--- src/rtl/tag_anc_pkg.sv ---
// Shared definitions for the tag receive chain: integrate-and-dump FSM
// encoding, RX controller state encodings and the default sync period length.
package tag_anc_pkg;

    // Integrate-and-dump FSM states.
    typedef enum logic {
        ST_IDLE  = 1'b0,
        ST_ACCUM = 1'b1
    } integ_state_e;

    // rx_state encodings driven by tag_rx_ctrl_tag_chip.
    typedef enum logic [1:0] {
        RX_ST_IDLE = 2'd0,
        RX_ST_SYNC = 2'd1,
        RX_ST_RECV = 2'd2,
        RX_ST_DONE = 2'd3
    } rx_state_e;

    // Samples per sync period in the production configuration.
    localparam int SYNC_SIG_N_DEFAULT = 8192;

endpackage

--- src/rtl/tag_rx_integ_fifo.sv ---
// Synchronous first-word-fall-through FIFO for integrate-and-dump results.
// A push while full is accepted only if a pop happens in the same cycle.
module tag_rx_integ_fifo #(
    parameter int WIDTH = 8,
    parameter int DEPTH = 4
) (
    input  logic             clk,
    input  logic             reset,
    input  logic             push,
    input  logic [WIDTH-1:0] din,
    output logic             full,
    input  logic             pop,
    output logic             empty,
    output logic [WIDTH-1:0] data
);

    localparam int AW = $clog2(DEPTH);

    // Pointers carry one extra wrap bit to tell full from empty.
    logic [AW:0]      wr_ptr_q;
    logic [AW:0]      rd_ptr_q;
    logic [WIDTH-1:0] mem_q [DEPTH];
    logic             do_push;
    logic             do_pop;

    assign empty   = (wr_ptr_q == rd_ptr_q);
    assign full    = (wr_ptr_q[AW] != rd_ptr_q[AW]) &&
                     (wr_ptr_q[AW-1:0] == rd_ptr_q[AW-1:0]);
    assign do_pop  = pop && !empty;
    assign do_push = push && (!full || do_pop);
    assign data    = mem_q[rd_ptr_q[AW-1:0]];

    // Pointer update; both pointers return to zero on reset.
    always_ff @(posedge clk) begin
        // NOTE: sequential state uses non-blocking assignments so every register samples pre-edge values.
        if (reset) begin
            wr_ptr_q <= '0;
            rd_ptr_q <= '0;
        end else begin
            if (do_push) wr_ptr_q <= wr_ptr_q + 1'b1;
            if (do_pop)  rd_ptr_q <= rd_ptr_q + 1'b1;
        end
    end

    // Storage write.
    always_ff @(posedge clk) begin
        // NOTE: storage is not reset; empty gates its contents, so stale words are never observed.
        if (do_push) mem_q[wr_ptr_q[AW-1:0]] <= din;
    end

endmodule

--- src/rtl/tag_rx_integ_dump.sv ---
// Integrate-and-dump of signed I/Q samples over one sync period, aligned to
// counter_sync. Each complete period becomes one {I_sum, Q_sum} beat tagged
// with the rx_state captured at period start, delivered through a FWFT FIFO.
// Optional build macro TAG_RX_INTEG_DROP_CNT_EN adds saturating drop_count
// and aborted_count outputs.
module tag_rx_integ_dump
    import tag_anc_pkg::*;
#(
    parameter int DATA_WIDTH = 16,
    parameter int SYNC_SIG_N = SYNC_SIG_N_DEFAULT,
    parameter int ACC_WIDTH  = 32,
    parameter int FIFO_DEPTH = 4
) (
    input  logic                   clk,
    input  logic                   reset,
    input  logic                   rx_valid,
    input  logic [DATA_WIDTH-1:0]  irx_in,
    input  logic [DATA_WIDTH-1:0]  qrx_in,
    input  logic [1:0]             rx_state,
    input  logic [DATA_WIDTH-1:0]  counter_sync,
    output logic [2*ACC_WIDTH-1:0] m_tdata,
    output logic [1:0]             m_tuser,
    output logic                   m_tvalid,
    input  logic                   m_tready,
    output logic                   abort_pulse
`ifdef TAG_RX_INTEG_DROP_CNT_EN
    ,
    output logic [15:0]            drop_count,
    output logic [15:0]            aborted_count
`endif
);

    localparam int                    FW       = 2 * ACC_WIDTH + 2;
    localparam logic [DATA_WIDTH-1:0] LAST_IDX = DATA_WIDTH'(SYNC_SIG_N - 1);

    if (SYNC_SIG_N < 2) begin : g_bad_period
        $error("tag_rx_integ_dump: SYNC_SIG_N must be >= 2");
    end
    if (ACC_WIDTH < DATA_WIDTH + $clog2(SYNC_SIG_N)) begin : g_bad_acc
        $error("tag_rx_integ_dump: ACC_WIDTH too narrow for SYNC_SIG_N samples");
    end

    integ_state_e                 state_q;
    logic signed [ACC_WIDTH-1:0]  acc_i_q;
    logic signed [ACC_WIDTH-1:0]  acc_q_q;
    logic [DATA_WIDTH-1:0]        exp_idx_q;
    logic [1:0]                   rx_state_lat_q;
    logic                         abort_q;

    logic signed [ACC_WIDTH-1:0]  i_ext;
    logic signed [ACC_WIDTH-1:0]  q_ext;
    logic signed [ACC_WIDTH-1:0]  sum_i_d;
    logic signed [ACC_WIDTH-1:0]  sum_q_d;
    logic                         start_ok;
    logic                         in_seq;
    logic                         seq_err;
    logic                         dump;

    logic                         fifo_full;
    logic                         fifo_empty;
    logic                         fifo_pop;
    logic [FW-1:0]                fifo_dout;

    // Sample qualification and running sums for the current cycle.
    always_comb begin
        // NOTE: every always_comb output is assigned on every path, so no latch can be inferred.
        i_ext    = {{(ACC_WIDTH-DATA_WIDTH){irx_in[DATA_WIDTH-1]}}, irx_in};
        q_ext    = {{(ACC_WIDTH-DATA_WIDTH){qrx_in[DATA_WIDTH-1]}}, qrx_in};
        sum_i_d  = acc_i_q + i_ext;
        sum_q_d  = acc_q_q + q_ext;
        start_ok = rx_valid && (counter_sync == '0);
        in_seq   = (state_q == ST_ACCUM) && rx_valid &&
                   (counter_sync == exp_idx_q) && (rx_state == rx_state_lat_q);
        seq_err  = (state_q == ST_ACCUM) && rx_valid && !in_seq;
        dump     = in_seq && (counter_sync == LAST_IDX);
    end

    // Integrate-and-dump FSM with registered accumulators and abort pulse.
    always_ff @(posedge clk) begin
        if (reset) begin
            state_q        <= ST_IDLE;
            acc_i_q        <= '0;
            acc_q_q        <= '0;
            exp_idx_q      <= '0;
            rx_state_lat_q <= '0;
            abort_q        <= 1'b0;
        end else begin
            abort_q <= 1'b0;
            case (state_q)
                ST_IDLE: begin
                    if (start_ok) begin
                        acc_i_q        <= i_ext;
                        acc_q_q        <= q_ext;
                        exp_idx_q      <= DATA_WIDTH'(1);
                        rx_state_lat_q <= rx_state;
                        state_q        <= ST_ACCUM;
                    end
                end
                ST_ACCUM: begin
                    if (in_seq) begin
                        acc_i_q   <= sum_i_d;
                        acc_q_q   <= sum_q_d;
                        exp_idx_q <= exp_idx_q + DATA_WIDTH'(1);
                        if (dump) state_q <= ST_IDLE;
                    end else if (seq_err) begin
                        abort_q <= 1'b1;
                        // An out-of-order index 0 opens a fresh period immediately.
                        if (start_ok) begin
                            acc_i_q        <= i_ext;
                            acc_q_q        <= q_ext;
                            exp_idx_q      <= DATA_WIDTH'(1);
                            rx_state_lat_q <= rx_state;
                        end else begin
                            state_q <= ST_IDLE;
                        end
                    end
                end
                default: state_q <= ST_IDLE;
            endcase
        end
    end

    assign fifo_pop = m_tvalid && m_tready;

    tag_rx_integ_fifo #(
        .WIDTH (FW),
        .DEPTH (FIFO_DEPTH)
    ) u_fifo (
        .clk   (clk),
        .reset (reset),
        .push  (dump),
        .din   ({sum_i_d, sum_q_d, rx_state_lat_q}),
        .full  (fifo_full),
        .pop   (fifo_pop),
        .empty (fifo_empty),
        .data  (fifo_dout)
    );

    // Outputs read as zero whenever no beat is pending.
    assign m_tvalid            = !fifo_empty;
    assign {m_tdata, m_tuser}  = fifo_empty ? '0 : fifo_dout;
    assign abort_pulse         = abort_q;

`ifdef TAG_RX_INTEG_DROP_CNT_EN
    logic        drop;
    logic [15:0] drop_count_q;
    logic [15:0] aborted_count_q;

    assign drop = dump && fifo_full && !fifo_pop;

    // Saturating event counters for dropped results and aborted periods.
    always_ff @(posedge clk) begin
        if (reset) begin
            drop_count_q    <= '0;
            aborted_count_q <= '0;
        end else begin
            if (drop && drop_count_q != 16'hFFFF)       drop_count_q    <= drop_count_q + 16'd1;
            if (seq_err && aborted_count_q != 16'hFFFF) aborted_count_q <= aborted_count_q + 16'd1;
        end
    end

    assign drop_count    = drop_count_q;
    assign aborted_count = aborted_count_q;
`endif

endmodule

--- config.mk ---
export PLATFORM = sky130hd
export DESIGN_NAME = tag_rx_integ_dump
export DESIGN_NICKNAME = d
export VERILOG_FILES = /design/src/rtl/tag_anc_pkg.sv /design/src/rtl/tag_rx_integ_fifo.sv /design/src/rtl/tag_rx_integ_dump.sv
export SDC_FILE = /design/constraint.sdc
export NUM_CORES = 1
export LEC_CHECK = 0
export CAP_MARGIN = 20
export CORE_ASPECT_RATIO = 0.75
export CORE_UTILIZATION = 30
export CTS_BUF_LIST = sky130_fd_sc_hd__clkbuf_16
export DETAILED_ROUTE_END_ITERATION = 10
export GPL_ROUTABILITY_DRIVEN = 0
export PLACE_DENSITY = 0.48
export SETUP_SLACK_MARGIN = 0.5
export SLEW_MARGIN = 15
export SYNTH_ARGS = -nofsm -noshare
export SYNTH_HDL_FRONTEND = slang
export SYNTH_SLANG_ARGS = --single-unit
export TNS_END_PERCENT = 30
--- constraint.sdc ---
create_clock -name clk -period 4.04 [get_ports clk]
set_clock_uncertainty 0.05 [all_clocks]
set_input_delay 0.808 -clock clk [delete_from_list [all_inputs] [get_ports clk]]
set_output_delay 0.808 -clock clk [all_outputs]
set_load 0.1 [all_outputs]
==> After elaboration in Yosys (flattened, before gate mapping) <==
Memory sizes are Yosys's and may differ from the RTL's. A register that Yosys moved wholly into a read port is not among the register bits.
Index checks and enable logic that the tools add are counted.
Widths: inputs -> output; s select.
{ "word_totals": {"register_bits": 90, "mem_bits_rw": 264, "input_bits": 54, "wordCells": 68, "n_memories": 1} }
{ "classes": {"addsub": 5, "eq_ne": 9, "muxes": 27, "bitwise": 1, "n_reduce_logical": 17} }
{ "memory_table": {"columns": ["memory", "words", "word_bits", "read_ports", "rd_ports_with_merged_regs", "wr", "line", "rtl"], "rows": [
  ["u_fifo.mem_q", 4, 66, 1, 1, 1, "tag_rx_integ_fifo.sv:22", "logic [WIDTH-1:0] mem_q [DEPTH];"]
]} }
{ "op_table": {"columns": ["operator", "n"], "rows": [
  ["$mux 32", 6],
  ["$pmux 32 s2", 2],
  ["$mux 66", 1],
  ["$add 32x16->32", 2],
  ["$mux 16", 3],
  ["$pmux 16 s2", 1],
  ["$add 16x1->16 const B", 1],
  ["$eq 16x13->1 const B", 1],
  ["$eq 16x16->1", 1],
  ["$logic_not 16->1", 1],
  ["$logic_and 1x1->1", 10],
  ["$mux 2", 5],
  ["$mux 1", 7],
  ["$add 3x1->3 const B", 2],
  ["$eq 2x2->1", 2],
  ["$pmux 2 s2", 1],
  ["$eq 3x3->1", 1],
  ["$logic_not 1->1", 3],
  ["$ne 3x1->1 const B", 1],
  ["$reduce_or 3->1", 1],
  ["$ne 2x1->1 const B", 1],
  ["$ne 2x2->1 const B", 1],
  ["$pmux 1 s2", 1],
  ["$reduce_and 2->1", 1],
  ["other kinds (3)", 3]
]} }

==> Depth between registers and ports, before layout <==
{ "depth": {"ltp_word": 8, "depth_mapped": 11} }

==> Hierarchy <==
A second synthesis with hierarchy kept.
{ "hier_totals": {"cells_unflattened": 1371, "area_unflattened_um2": 17563.1} }
{ "modules_own_cells": {"columns": ["module", "instances", "cells_per_inst", "area_per_inst_um2", "seq_area_each_um2"], "rows": [
  ["tag_rx_integ_fifo", 1, 399, 10035.9, 8087.8],
  ["tag_rx_integ_dump", 1, 972, 7527.2, 1681.6]
]} }

==> Least setup slack after synthesis <==
OpenSTA, ideal clock, no wires.
{ "synth_path": {"kind": "input port to flip-flop", "from": "input port counter_sync[13]", "to": "memory u_fifo.mem_q[3][0] (netlist bit) (enable)", "setup_time_ps": 433, "arrival_ps": 3653, "slack_ps": -95, "cell_stages": 7, "n_path_buf": 1, "path_cell_list": "xnor2_1 nand4_1 nor4_2 and3_1 buf_2 nor3b_4 and2_1"} }
{ "synth_via": {"elab_chain_len": 7, "word_cells_on_any_way": 8} }
{ "synth_rtl": {"columns": ["element", "line", "rtl"], "rows": [
  ["start, declared", "tag_rx_integ_dump.sv:20", "input logic [DATA_WIDTH-1:0] counter_sync,"],
  ["$eq 16x16->1", "tag_rx_integ_dump.sv:73", "(counter_sync == exp_idx_q) && (rx_state == rx_state_lat_q);"],
  ["$logic_and 1x1->1", "tag_rx_integ_dump.sv:72", "in_seq = (state_q == ST_ACCUM) && rx_valid &&"],
  ["$logic_and 1x1->1", "tag_rx_integ_dump.sv:73", null],
  ["$logic_and 1x1->1 (*)", "tag_rx_integ_dump.sv:75", "dump = in_seq && (counter_sync == LAST_IDX);"],
  ["$logic_and 1x1->1 (*)", "tag_rx_integ_fifo.sv:30", "assign do_push = push && (!full || do_pop);"],
  ["$mux 1 (*)", "tag_rx_integ_fifo.sv:48", "if (do_push) mem_q[wr_ptr_q[AW-1:0]] <= din;"],
  ["$mux 1 (not written as such) (*)", "tag_rx_integ_fifo.sv:48", null],
  ["end, declared", "tag_rx_integ_fifo.sv:22", null]
]} }
Mark *: on every way between the ends. The rest lies on a longest branch, timed or not.

==> Final worst setup path <==
{ "layout_path": {"from": "input port qrx_in[0]", "to": "register acc_q_q[30]"} }
{ "layout_via": {"elab_chain_len": 3} }
{ "layout_rtl": {"columns": ["element", "line", "rtl"], "rows": [
  ["start, declared", "tag_rx_integ_dump.sv:18", "input logic [DATA_WIDTH-1:0] qrx_in,"],
  ["$add 32x16->32", "tag_rx_integ_dump.sv:70", "sum_q_d = acc_q_q + q_ext;"],
  ["named net sum_q_d[30]", "tag_rx_integ_dump.sv:53", "logic signed [ACC_WIDTH-1:0] sum_q_d;"],
  ["$mux 32", "tag_rx_integ_dump.sv:100", "if (in_seq) begin"],
  ["$pmux 32 s2", "tag_rx_integ_dump.sv:89", "case (state_q)"],
  ["end signal, assigned", "tag_rx_integ_dump.sv:93", "acc_q_q <= q_ext;"],
  ["end signal, assigned", "tag_rx_integ_dump.sv:102", "acc_q_q <= sum_q_d;"],
  ["end signal, assigned", "tag_rx_integ_dump.sv:110", "acc_q_q <= q_ext;"],
  ["end, declared", "tag_rx_integ_dump.sv:45", "logic signed [ACC_WIDTH-1:0] acc_q_q;"]
]} }
The timed path passes the listed nets, and every way through them passes these cells.
A chain may end at the register's enable or synchronous reset.

==> metrics <==
status=completed; RR Endpoint=acc_q_q[30]; later-pin clock latency in the skew report=0.56 ns; nets@finish=1738; Syn Std Cell Area=17930 um^2; total track usage=0.1601; number of buffers created by CTS=38; Seq/Total Area, Yosys=0.5448; final core utilization=0.3690; CP endpoint kind=flop; antenna-violating nets left=0; Worst Hold Class=flop to flop; Slew HR=0.3503; fin cells=2435; Crit Path Class=input pin to flop; share of cells above drive strength 1=0.1814; # DRC=0; Slew Limit Fails=0; CTS tree=yes; Yosys cell types=78; Pleak=7.780 nW; DRT Pass-1 Iters=5; largest cells by area after synthesis=edfxtp_1 44%, dfxtp_1 10%, mux4_2 8.3%; vias per inst=5.085; number of global-route vias before repair=12300; Synth Instances=1445; Critical Path Fanout Max=5; synthesis-to-finish area growth=21.33%; Place WS=0.04091 ns; routed length per instance=19.89 um; most numerous cell in the Yosys netlist=edfxtp_1; num rows=77; Slew @ Worst Pin=0.9715 ns; CTS Hold Bufs=0; yosys warns=0; CTS root buf=clkbuf_16; Synth Register Bits=356; num ports=122; count of input and output buffers=121; Cells after DPL=2360; Power Density=351.3 nW/um^2; clock period minus worst slack=3.432 ns; fraction of registers with async set/reset=0; initial antenna violation count=0; Max Cap Viol=0; starting density of the core=0.3042; number of synthesized flops with an enable pin=264; Reg clk slew, reported paths=0.06 ns; leading area contributor after synthesis=edfxtp_1; syn_area_per_cell=12.41 um^2; HP Start=acc_q_q[16]; DR vias=12380; Reg2Reg Depth=12; Max Root-Sink Buffers=3; CP arrival=3.88 ns; drt first-iter violations=914; DIE AREA=60770 um^2; crit share post-route=0.8495; RR Startpoint=acc_q_q[0]; CORE AREA=58960 um^2; top_reg_cell synth=edfxtp_1; Final Hold Viols=0; Total Wirelength=48430 um; Setup crit start=qrx_in[0]; setup violators final=0; synth cell count leaders=264 x edfxtp_1, 105 x a21oi_1, 98 x nor2_1; total congestion overflow=0; Critical Path Sink=acc_q_q[30]; CP Launch Type=input pin; FMAX=0.2914 GHz; Clock H-tree levels=2; Reg2Reg Setup Slack=1.02 ns; CP required=4.49 ns; Clock Sink Count=356; Syn Nets=1569; Die Y=213.7 um; first-pass GRT wire length=74730 um; Max VDD drop=0.0002392 V; post-route worst setup slack=0.6081 ns; share of the synthesized area in the top cell type=0.4421; die width=284.3 um; RSZ-0062 raised after global routing=true; fill cell count=5778; largest net degree at the start of global routing=59; Post-DP HPWL=33440 um
[cell type report]
class	instances	area, um^2	area share
Clock buffer	39	975.9	0.04485
Antenna cell	2	5.005	0.0002300
Sequential cell	356	9777	0.4493
Tap cell	790	988.4	0.04543
Clock inverter	30	221.5	0.01018
Inverter	18	67.56	0.003105
Multi-Input combinational cell	994	7831	0.3599
Timing Repair Buffer	206	1892	0.08695
[worst max-delay path, cell delays in order]
cell and delay, ns:
clkdlybuf4s50_1 0.42, ha_1 0.23, fa_1 0.49, a211oi_1 0.29, o21bai_1 0.16, buf_4 0.17, a21oi_1 0.21, o211ai_1 0.17
a31oi_1 0.21, buf_4 0.16, o21ai_1 0.08, xnor2_1 0.30, o21a_1 0.17
[how the worst min path moves through the flow]
stage,endpoint,slack (ns),cells after the start
detailed placement,acc_q_q[16],0.43,2
finish,acc_q_q[16],0.44,2
global route,acc_q_q[16],0.46,2
global placement,acc_q_q[16],0.42,2
CTS,acc_q_q[16],0.44,2
floorplan,acc_q_q[16],0.39,2
[repair_timing]
action,4_1_cts,5_1_grt
resized for setup,0,4
buffers inserted,4,0
setup endpoints to repair,1,54
[flip-flops by register name, summed over array words and instances (netlist names), 2 cells and up, named ones only]
name             count
acc_q_q             32
exp_idx_q           16
u_fifo.wr_ptr_q      3
acc_i_q             32
rx_state_lat_q       2
u_fifo.rd_ptr_q      3
u_fifo.mem_q       264
[stage by stage]
stage	hold slack, ns	TNS, ns	instance area, um^2	total power, mW
3_5_place_dp	0.4294	0	20490	4.318
4_1_cts	0.4430	0	21730	7.765
5_1_grt	0.4580	0	21750	7.930
6_report	0.4391	0	21760	7.644
3_3_place_gp	0.4207	0	20490	4.313
2_1_floorplan	0.3949	-8.272	17940	4.158
[cells in the final DEF, fill, tap and decap left out, drive strengths merged, types with 31 or more instances in the layout]
cell / instances
a21oi: 105
nor3: 31
buf: 153
xnor2: 53
nor2b: 76
nand2: 80
xor2: 31
a211oi: 58
ha: 68
o21ai: 38
clkbuf: 39
clkdlybuf4s50: 53
nor2: 98
mux4: 66
edfxtp: 264
dfxtp: 92
[per-layer routing]
| layer | track usage | share of wire | up-vias |
|---|---|---|---|
| met5 | 0 | 0 | - |
| met4 | 0.03782 | 0.014 | 0 |
| met3 | 0.02670 | 0.049 | 49 |
| met2 | 0.2441 | 0.44 | 280 |
| met1 | 0.2367 | 0.50 | 6158 |
| li1 | - | - | 5896 |
[power by group]
group	total (mW)	internal (mW)	switching, mW
clock	3.40	1.95	1.46
combinational	0.325	0.129	0.196
sequential	3.92	3.92	0.00000408
total	7.64	5.99	1.65
[kinds of logic after synthesis]
group,synth area share
buf+inv,0.02149
mux,0.09810
xor+xnor,0.04102
compound gates,0.1253
fa+ha+maj,0.04968
simple gates,0.1197
flops,0.5448
Power figures use the tool's default switching activity.
